===== config.mk =====
export PLATFORM = sky130hd
export DESIGN_NAME = kanade32_mmio_uart_tx
export DESIGN_NICKNAME = d
export VERILOG_FILES = /design/src/rtl/kanade32_mmio_uart_tx.sv
export SDC_FILE = /design/constraint.sdc
export NUM_CORES = 1
export LEC_CHECK = 0
export BUFFER_PORTS_ARGS = -buffer_cell sky130_fd_sc_hd__buf_2
export CORE_MARGIN = 1
export CORE_UTILIZATION = 30
export CTS_CLUSTER_DIAMETER = 150
export DETAILED_ROUTE_END_ITERATION = 8
export PLACE_DENSITY = 0.46
export SLEW_MARGIN = 20
export SYNTH_ARGS = -nofsm -noshare
export SYNTH_HDL_FRONTEND = slang
export SYNTH_SLANG_ARGS = --single-unit
export TNS_END_PERCENT = 50

===== constraint.sdc =====
create_clock -name clk -period 5.8 [get_ports clk]
set_input_delay 1.16 -clock clk [delete_from_list [all_inputs] [get_ports clk]]
set_output_delay 1.16 -clock clk [all_outputs]
set_load 0.03 [all_outputs]

===== src/rtl/kanade32_mmio_uart_tx.sv =====
// kanade32_mmio_uart_tx
// Memory-mapped 8N1 UART transmitter sitting beside the data RAM.
// Registers (word offsets from BASE):
//   0 TXDATA  write-only, pushes data[7:0] into the TX FIFO
//   1 STATUS  {25'b0, overflow, count[3:0], empty, full}; any write clears overflow
//   2 DIV     baud divisor, each serial bit lasts div+1 clocks
//   3 reserved
// q follows the RAM's one-cycle read latency and is zero when not selected,
// so the core can simply OR it with the RAM output.
module kanade32_mmio_uart_tx #(
    parameter logic [29:0] BASE      = 30'h3FFF_FF00,
    parameter int          DEPTH     = 8,
    parameter logic [15:0] DIV_RESET = 16'd433
) (
    input  logic        clk,
    input  logic        reset_n,
    input  logic [29:0] address,
    input  logic [31:0] data,
    input  logic        wren,
    output logic [31:0] q,
    output logic        txd,
    output logic        irq
);

    localparam int AW = $clog2(DEPTH);
    localparam int CW = AW + 1;

    typedef enum logic [1:0] {
        ST_IDLE,
        ST_START,
        ST_DATA,
        ST_STOP
    } tx_state_t;

    // ------------------------------------------------------------------
    // Address decode
    // ------------------------------------------------------------------
    logic       sel;
    logic [1:0] off;
    logic       wr_sel;

    assign sel    = (address[29:2] == BASE[29:2]);
    assign off    = address[1:0];
    assign wr_sel = wren && sel;

    // Upper write-data bits have no destination in this block.
    logic unused_data_hi;
    assign unused_data_hi = ^data[31:16];

    // ------------------------------------------------------------------
    // State
    // ------------------------------------------------------------------
    logic [7:0]    mem [DEPTH];
    logic [AW-1:0] wr_ptr;
    logic [AW-1:0] rd_ptr;
    logic [CW-1:0] count;
    logic          overflow;
    logic [15:0]   div;

    tx_state_t     state;
    logic [7:0]    shift;
    logic [2:0]    bitcnt;
    logic [15:0]   timer;

    logic          full;
    logic          empty;
    logic          push_req;
    logic          push;
    logic          pop;

    assign full     = (count == CW'(DEPTH));
    assign empty    = (count == '0);
    assign push_req = wr_sel && (off == 2'd0);
    // A push is judged against the registered count only; a same-cycle pop
    // does not make room for a push into a full FIFO.
    assign push     = push_req && !full;
    assign pop      = (state == ST_IDLE) && !empty;

    // ------------------------------------------------------------------
    // Read mux
    // ------------------------------------------------------------------
    logic [3:0]  count_sat;
    logic [31:0] status;
    logic [31:0] rd_val;

    // Saturate the FIFO count into the 4-bit STATUS field.
    always_comb begin
        count_sat = 4'hF;
        if (32'(count) <= 32'd15) begin
            count_sat = 4'(count);
        end
    end

    assign status = {25'b0, overflow, count_sat, empty, full};

    // Select the register value addressed by the low word-address bits.
    always_comb begin
        // NOTE: assigning a default first means every path writes rd_val,
        // so no latch is inferred when a case arm is missing.
        rd_val = '0;
        case (off)
            2'd1:    rd_val = status;
            2'd2:    rd_val = {16'b0, div};
            default: rd_val = '0;
        endcase
    end

    // Registered read data, one-cycle latency, zero when not selected.
    always_ff @(posedge clk or negedge reset_n) begin
        // NOTE: clocked state uses non-blocking assignments so every flop
        // samples the pre-edge values regardless of statement order.
        if (!reset_n) begin
            q <= '0;
        end else begin
            q <= sel ? rd_val : '0;
        end
    end

    // ------------------------------------------------------------------
    // Control registers: divisor and sticky overflow flag
    // ------------------------------------------------------------------
    // Divisor write and overflow set/clear.
    always_ff @(posedge clk or negedge reset_n) begin
        if (!reset_n) begin
            div      <= DIV_RESET;
            overflow <= 1'b0;
        end else begin
            if (wr_sel && (off == 2'd2)) begin
                div <= data[15:0];
            end
            if (push_req && full) begin
                overflow <= 1'b1;
            end else if (wr_sel && (off == 2'd1)) begin
                overflow <= 1'b0;
            end
        end
    end

    // ------------------------------------------------------------------
    // TX FIFO
    // ------------------------------------------------------------------
    // FIFO storage array, written on accepted pushes.
    always_ff @(posedge clk) begin
        // NOTE: the storage array has no reset; only pointers and count do,
        // which is enough to make stale contents unreachable.
        if (push) begin
            mem[wr_ptr] <= data[7:0];
        end
    end

    // FIFO pointers and occupancy count.
    always_ff @(posedge clk or negedge reset_n) begin
        if (!reset_n) begin
            wr_ptr <= '0;
            rd_ptr <= '0;
            count  <= '0;
        end else begin
            if (push) begin
                wr_ptr <= wr_ptr + AW'(1);
            end
            if (pop) begin
                rd_ptr <= rd_ptr + AW'(1);
            end
            case ({push, pop})
                2'b10:   count <= count + CW'(1);
                2'b01:   count <= count - CW'(1);
                default: count <= count;
            endcase
        end
    end

    // ------------------------------------------------------------------
    // Serialiser: IDLE -> START -> DATA x8 -> STOP, txd and irq registered
    // ------------------------------------------------------------------
    // Transmit FSM; the bit timer reloads from div at each bit start, so a
    // divisor change only affects bits that begin after it is written.
    always_ff @(posedge clk or negedge reset_n) begin
        if (!reset_n) begin
            state  <= ST_IDLE;
            shift  <= '0;
            bitcnt <= '0;
            timer  <= '0;
            txd    <= 1'b1;
            irq    <= 1'b1;
        end else begin
            irq <= empty && (state == ST_IDLE);
            case (state)
                ST_IDLE: begin
                    txd <= 1'b1;
                    if (!empty) begin
                        shift <= mem[rd_ptr];
                        timer <= div;
                        txd   <= 1'b0;
                        state <= ST_START;
                    end
                end
                ST_START: begin
                    if (timer == 16'd0) begin
                        timer  <= div;
                        bitcnt <= 3'd0;
                        txd    <= shift[0];
                        state  <= ST_DATA;
                    end else begin
                        timer <= timer - 16'd1;
                    end
                end
                ST_DATA: begin
                    if (timer == 16'd0) begin
                        timer  <= div;
                        shift  <= shift >> 1;
                        bitcnt <= bitcnt + 3'd1;
                        if (bitcnt == 3'd7) begin
                            txd   <= 1'b1;
                            state <= ST_STOP;
                        end else begin
                            txd <= shift[1];
                        end
                    end else begin
                        timer <= timer - 16'd1;
                    end
                end
                ST_STOP: begin
                    txd <= 1'b1;
                    if (timer == 16'd0) begin
                        state <= ST_IDLE;
                    end else begin
                        timer <= timer - 16'd1;
                    end
                end
                default: begin
                    txd   <= 1'b1;
                    state <= ST_IDLE;
                end
            endcase
        end
    end

endmodule


==> out/results.tsv, run 1 <==
stage	metric	value	unit
clock_network	number of H-tree levels	4	
flow_run	Max-cap violations	0	
setup_path	reg-to-reg startpoint	count[0]	
logic_synthesis	Synthesis Warnings	0	
grt	initial antenna violation count	0	
place	GP Congestion	0.812	
route	drt drc	0	
setup_path	FF-to-FF path depth	10	
pwr	Net Sw Power	0.485	mW
timing	endpoints failing setup	0	
setup_path	Worst Path Arrival	4.05	ns
timing	setup_tns	0	ns
timing	f_max	267	MHz
cells_and_area	post-layout net count	627	
clock_network	Worst-path clk slew	0.06	ns
setup_path	Crit path max-delay family	simple AND/OR/NAND/NOR gates	
logic_synthesis	Top FF cell, synth	dfrtp_1	
logic_synthesis	post-synthesis sequential area ratio	0.591	
grt	largest net degree at the start of global routing	75	
grt	grt ovf	0	
timing	unrepaired setup endpoints after global routing	no	
clock_network	Post-CTS Resized	0	
clock_network	TritonCTS clock tree	yes	
route	initial DRC count	286	
timing	fin crit period	3.74	ns
die	Die Wd	148	µm
timing	slew margin rel.	0.333	
route	WL/cell	16.9	µm
clock_network	CTS Buf Count	17	
logic_synthesis	Post-Syn Instances	480	
clock_network	post-CTS setup buffers	0	
clock_network	clock sink total	138	
setup_path	Crit Path Class	primary input to register	
setup_path	FF-to-FF End	count[2]	
setup_path	Crit. End Element	register	
pwr	combinational power share	0.042	
setup_path	reg-to-reg setup timing slack	3.18	ns
setup_path	CP dominant cell by count	xor2_1	
hold_path	Worst Min Path Start	txd	
cells_and_area	Area Overhead vs Synth	18.5	%
clock_network	CTS Hold Bufs	0	
die	core area	0.0210	mm²
cells_and_area	Sequential Area	0.00378	mm²
setup_path	crit-path cells	buf_2 -> or4b_1 -> or4_4 -> nor3_4 -> nand2_1 -> ha_1 -> xor2_1 -> ha_1 -> a21oi_1 -> xor2_1 -> nor2_1 -> xor2_1	
place	DP HPWL	9.61	mm
cells_and_area	multi-input logic area	0.00240	mm²
cells_and_area	fraction of layout cells with a size suffix above 1	0.289	
hold_path	Min-Delay Path Class	register to register	
pwr	power density over the cells	302	mW/mm²
timing	final worst path period share	0.645	
logic_synthesis	EDFF count, synth	64	
hold_path	Worst Hold End	txd	
outcome	status	complete, no violations	
logic_synthesis	fraction of registers with async set/reset	0.536	
cells_and_area	# diodes	0	
pwr	clock share of power	0.496	
die	Die Y	148	µm
die	die area	0.0219	mm²
timing	Final Hold Vio Count	0	
grt	total track usage	0.136	
logic_synthesis	post-synthesis cell type count	57	
place	Inst Count DP	801	
place	IO Port Bufs	66	
hold_path	worst hold stages	2	
setup_path	CP Buf/Inv Count	1	
pwr	Int Pwr	1.80	mW
route	vias post-DR	4071	
cells_and_area	fillers	2066	
setup_path	critical path's slowest cell	or4_4	
route	antenna viol nets, final	0	
logic_synthesis	Mapped Area	0.00640	mm²
pwr	switching part of the total	0.212	
setup_path	Crit Path Max Fanout	7	
die	FP Rows	53	
setup_path	Worst setup SP type	primary input	
die	I/O pin cnt	99	
setup_path	WP data required	6.10	ns
cells_and_area	most common library cell in the layout ignoring fill and taps	dfrtp_1	
timing	Final Skew	0.0118	ns
setup_path	Crit path largest cell delay	0.52	ns
grt	vias in the first global route	4053	
route	first drt pass iteration count	4	
timing	max-slew violations	0	
clock_network	Clock Path Buffers	2	
clock_network	Clock Latency Late Sink	0.42	ns
logic_synthesis	post-synthesis average cell area	13.3	µm²
logic_synthesis	Synth Register Bits	138	
die	Initial Util	0.306	
cells_and_area	final non-filler cell total	833	
route	vias per cell	4.89	
grt	first-pass GRT wire length	22.5	mm
clock_network	Root Driver	clkbuf_16	
pwr	Reg power frac	0.463	
route	Final Routed Wirelength	14.0	mm
timing	Worst-Margin Slew	0.996	ns
pwr	P_leak	3.17	nW
cells_and_area	most frequent cells in the layout	67 x dfrtp_1, 65 x buf_2, 64 x edfxtp_1, 30 x nor2_1, 26 x nand2_1	
pwr	maximum vdd drop	0.200	mV
[registers in the layout (all words and copies together), names as in the netlist]
signal,count
wr_ptr,3
rd_ptr,3
overflow,1
irq,1
div,16
bitcnt,3
count,4
txd,1
shift,8
q,16
timer,16
state,2
mem,64
[synth_stat cells (2+ instances only)]
master / number / area, µm²
o211ai_1: 11 / 82.6
a21oi_1: 9 / 45.0
and4_1: 3 / 26.3
edfxtp_1: 64 / 1920
or4b_1: 2 / 20.0
and2_1: 3 / 18.8
o21ai_0: 16 / 80.1
nand3_1: 13 / 65.1
o31ai_1: 4 / 30.0
nor2b_1: 4 / 25.0
a211o_1: 2 / 17.5
ha_1: 17 / 213
nor4b_1: 3 / 26.3
a221o_1: 2 / 20.0
and3_1: 10 / 62.6
mux2_2: 19 / 214
a32o_1: 2 / 20.0
buf_1: 2 / 7.51
a32oi_1: 4 / 35.0
buf_2: 2 / 10.0
nand2_1: 26 / 97.6
nor3_1: 7 / 35.0
dfrtp_1: 67 / 1680
xor2_1: 3 / 26.3
a21o_1: 3 / 22.5
a2bb2oi_1: 3 / 26.3
mux4_2: 16 / 360
a22oi_1: 10 / 75.1
buf_4: 16 / 120
nand4_1: 9 / 56.3
mux2_4: 10 / 150
mux2i_1: 9 / 90.1
a22o_1: 2 / 17.5
o2bb2ai_1: 2 / 17.5
xnor2_1: 7 / 61.3
dfstp_2: 7 / 184
nand2b_1: 2 / 12.5
inv_1: 13 / 48.8
nor4_1: 9 / 56.3
nor2_1: 30 / 113
clkbuf_1: 21 / 78.8
[tightest hold or removal path, cell delays in order, from the launching register on]
cell and delay [ns]:
dfstp_2 0.36, nand2_1 0.04, o21ai_0 0.06
[per-stage QoR]
stage	setup WS (ns)	power (mW)	cell area [µm²]	hold slack (ns)	utilization
global placement	1.67	1.17	6960	0.465	0.332
global route	1.93	2.37	7590	0.506	0.362
floorplan	1.93	1.14	6460	0.450	-
CTS	2.04	2.32	7590	0.479	0.362
detailed placement	1.59	1.18	6960	0.471	0.332
finish	2.06	2.29	7590	0.472	0.362
[cell families (layout without fill, tap and decap cells)]
logic type | count (synthesis) | after routing | synth area share
flip-flops | 138 | 138 | 0.591
AND/OR/NAND/NOR | 129 | 129 | 0.108
AO/OA/AOI/OAI | 76 | 76 | 0.0836
buffers and inverters | 55 | 118 | 0.0432
multiplexers | 54 | 54 | 0.127
adder cells (fa/ha/maj) | 17 | 17 | 0.0332
XOR/XNOR | 10 | 10 | 0.0137
other | 1 | 16 | 0.000585
[power groups by stage]
stage	combinational (mW)	sequential [mW]	clock (mW)
floorplan	0.0621	1.07	0
global placement	0.0945	1.08	0
detailed placement	0.0968	1.08	0
CTS	0.0970	1.06	1.16
global route	0.107	1.06	1.20
finish	0.0952	1.06	1.13
[area by class of cell]
| type | count | share of cell area |
|---|---|---|
| Tap cell | 275 | 0.0453 |
| Inverter | 13 | 0.00643 |
| Clock inverter | 14 | 0.0257 |
| Clock buffer | 18 | 0.0566 |
| Sequential cell | 138 | 0.499 |
| Multi-Input combinational cell | 302 | 0.317 |
| Timing Repair Buffer | 73 | 0.0508 |
[routing by layer]
metal / vias up / global-route usage / share of wire
met5: - / 0 / 0
met2: 110 / 0.211 / 0.48
met3: 8 / 0.0298 / 0.037
met1: 2038 / 0.187 / 0.47
li1: 1915 / - / -
met4: 0 / 0.0500 / 0.011
[worst max-delay path by stage]
stage | startpoint | endpoint | slack (ns) | depth (start not counted)
3_3_place_gp | address[3] | count[2] | 1.67 | 12
2_1_floorplan | address[3] | count[2] | 1.93 | 11
3_5_place_dp | address[3] | count[2] | 1.59 | 12
4_1_cts | address[3] | count[2] | 2.04 | 12
5_1_grt | address[3] | count[2] | 1.93 | 12
6_report | address[3] | count[2] | 2.06 | 12
(Power assumes the default switching activity.)
==> run 2, diff against run 1 <==
PLACE_DENSITY = 0.47   (was 0.46)
clock period = 3 ns   (was 5.8 ns; I/O delays follow)
==> out/results.tsv, run 2 (synthesis gave the netlist of run 1 again) <==
stage	metric	value	unit	change
setup_path	Crit. End Element	register		
route	Final Routed Wirelength	14.6	mm	+3.7%
die	die area	0.0219	mm²	unchanged
timing	f_max	363	MHz	
setup_path	crit-path cells	buf_2 -> or4b_1 -> or4_4 -> nor3_4 -> nand2_2 -> ha_2 -> inv_1 -> mux2_2 -> o22ai_1 -> o211ai_1 -> xnor2_1		
cells_and_area	most flop-heavy register	mem		
setup_path	Worst Path Arrival	3.05	ns	-1.00 ns
route	vias per cell	4.88		about the same
route	antenna viol nets, final	0		unchanged
route	drt drc	0		unchanged
grt	first-pass GRT wire length	23.7	mm	+5.4%
grt	vias in the first global route	4293		+5.9%
cells_and_area	max reg flops	64		unchanged
die	Die Wd	148	µm	unchanged
grt	initial antenna violation count	0		unchanged
clock_network	Clock Latency Late Sink	0.42	ns	about the same
place	GP Congestion	0.798		-1.7%
die	FP Rows	53		unchanged
cells_and_area	fraction of layout cells with a size suffix above 1	0.324		+0.0350
setup_path	critical path's slowest cell	or4_4		
die	Initial Util	0.306		unchanged
timing	fin crit period	2.75	ns	
clock_network	Root Driver	clkbuf_16		
die	I/O pin cnt	99		unchanged
setup_path	FF-to-FF path depth	9		-1
timing	unrepaired setup endpoints after global routing	no		
setup_path	Crit Path Max Fanout	3		-4
cells_and_area	post-layout net count	647		+3.2%
clock_network	CTS Buf Count	17		unchanged
setup_path	reg-to-reg setup timing slack	0.43	ns	-2.75 ns
cells_and_area	# diodes	0		unchanged
setup_path	Crit Path Class	primary input to register		
place	DP HPWL	10.2	mm	+5.9%
clock_network	number of H-tree levels	4		unchanged
timing	setup_tns	0	ns	unchanged
timing	slew margin rel.	0.357		+0.0234
clock_network	Worst-path clk slew	0.06	ns	about the same
hold_path	Min-Delay Path Class	primary input to asynchronous set/reset pin		
route	initial DRC count	300		+4.9%
cells_and_area	Area Overhead vs Synth	21.1	%	
pwr	P_leak	3.28	nW	+3.2%
clock_network	clock sink total	138		unchanged
timing	final worst path period share	0.918		
grt	largest net degree at the start of global routing	75		unchanged
pwr	power density over the cells	569	mW/mm²	+89%
route	vias post-DR	4166		+2.3%
die	Die Y	148	µm	unchanged
clock_network	Post-CTS Resized	0		unchanged
cells_and_area	most common library cell in the layout ignoring fill and taps	dfrtp_1		
flow_run	Max-cap violations	0		unchanged
setup_path	WP data required	3.30	ns	-2.80 ns
grt	total track usage	0.144		+0.00788
route	WL/cell	17.1	µm	+1.3%
clock_network	CTS Hold Bufs	0		unchanged
die	core area	0.0210	mm²	unchanged
setup_path	Worst setup SP type	primary input		
route	first drt pass iteration count	5		+1
pwr	maximum vdd drop	0.405	mV	+100%
timing	max-slew violations	0		unchanged
timing	Final Hold Vio Count	0		unchanged
clock_network	Clock Path Buffers	2		unchanged
place	IO Port Bufs	66		unchanged
outcome	status	complete, no violations		
timing	endpoints failing setup	0		unchanged
setup_path	Crit path largest cell delay	0.51	ns	about the same
clock_network	TritonCTS clock tree	yes		
place	Placed Area	0.00714	mm²	+2.6%
grt	grt ovf	0		unchanged
timing	Final Skew	0.00635	ns	-0.00548 ns
setup_path	reg-to-reg startpoint	count[1]		
timing	Worst-Margin Slew	0.965	ns	-0.0314 ns
setup_path	FF-to-FF End	count[3]		
clock_network	post-CTS setup buffers	0		unchanged
cells_and_area	most frequent cells in the layout	67 x dfrtp_1, 65 x buf_2, 64 x edfxtp_1, 30 x nor2_1, 28 x buf_4		
cells_and_area	Design Area, Final	0.00776	mm²	+2.2%
==> run 2: changes by cell type in the layout (fill, tap and decap cells not counted), sizes merged <==
cell,delta
inv,+4
clkinvlp,-1
bufinv,-1
clkinv,-2
buf,+20
==> run 2: cell type report <==
type	count	area, µm²
Fill cell	2057	13200
Sequential cell	138	3780
Multi-Input combinational cell	302	2430
Timing Repair Buffer	93	536
Clock buffer	18	429
Tap cell	275	344
Clock inverter	14	185
Inverter	13	48.8
==> run 2: metrics by stage <==
| stage | std cells | utilization | setup WS, ns | hold slack, ns | power, mW |
|---|---|---|---|---|---|
| after floorplan | 495 | - | -0.184 | 0.304 | 2.20 |
| after global placement | 821 | 0.341 | -0.163 | 0.464 | 2.27 |
| after detailed placement | 821 | 0.341 | -0.207 | 0.469 | 2.27 |
| after CTS | 853 | 0.370 | 0.246 | 0.369 | 4.47 |
| after global routing | 853 | 0.370 | 0.130 | 0.394 | 4.58 |
| final | 853 | 0.370 | 0.247 | 0.315 | 4.42 |
==> run 2: worst max-delay path by stage <==
stage	startpoint	to	cells past startpoint
after floorplan	address[4]	count[3]	10
final	address[4]	count[3]	11
after detailed placement	address[4]	count[3]	11
after global routing	address[4]	count[3]	11
after global placement	address[4]	count[3]	11
after CTS	address[4]	count[3]	11
==> run 2: where the power goes <==
part	switching, mW	internal (mW)
clock network	0.854	1.33
logic	0.116	0.0721
registers	0.0238	2.02
total	0.993	3.42
==> run 2: layer usage <==
layer,track usage,up-vias,share of wire
met2,0.231,112,0.49
met1,0.192,2089,0.46
met3,0.0334,12,0.037
met4,0.0490,0,0.011
met5,0,-,0
li1,-,1953,-
==> run 2: worst max-delay path, delay by kind of cell <==
| family | cells | cell delay, ns |
|---|---|---|
| simple gates | 4 | 1.34 |
| mux | 1 | 0.33 |
| compound gates | 2 | 0.24 |
| fa+ha+maj | 1 | 0.22 |
| buf+inv | 2 | 0.16 |
| xor+xnor | 1 | 0.15 |
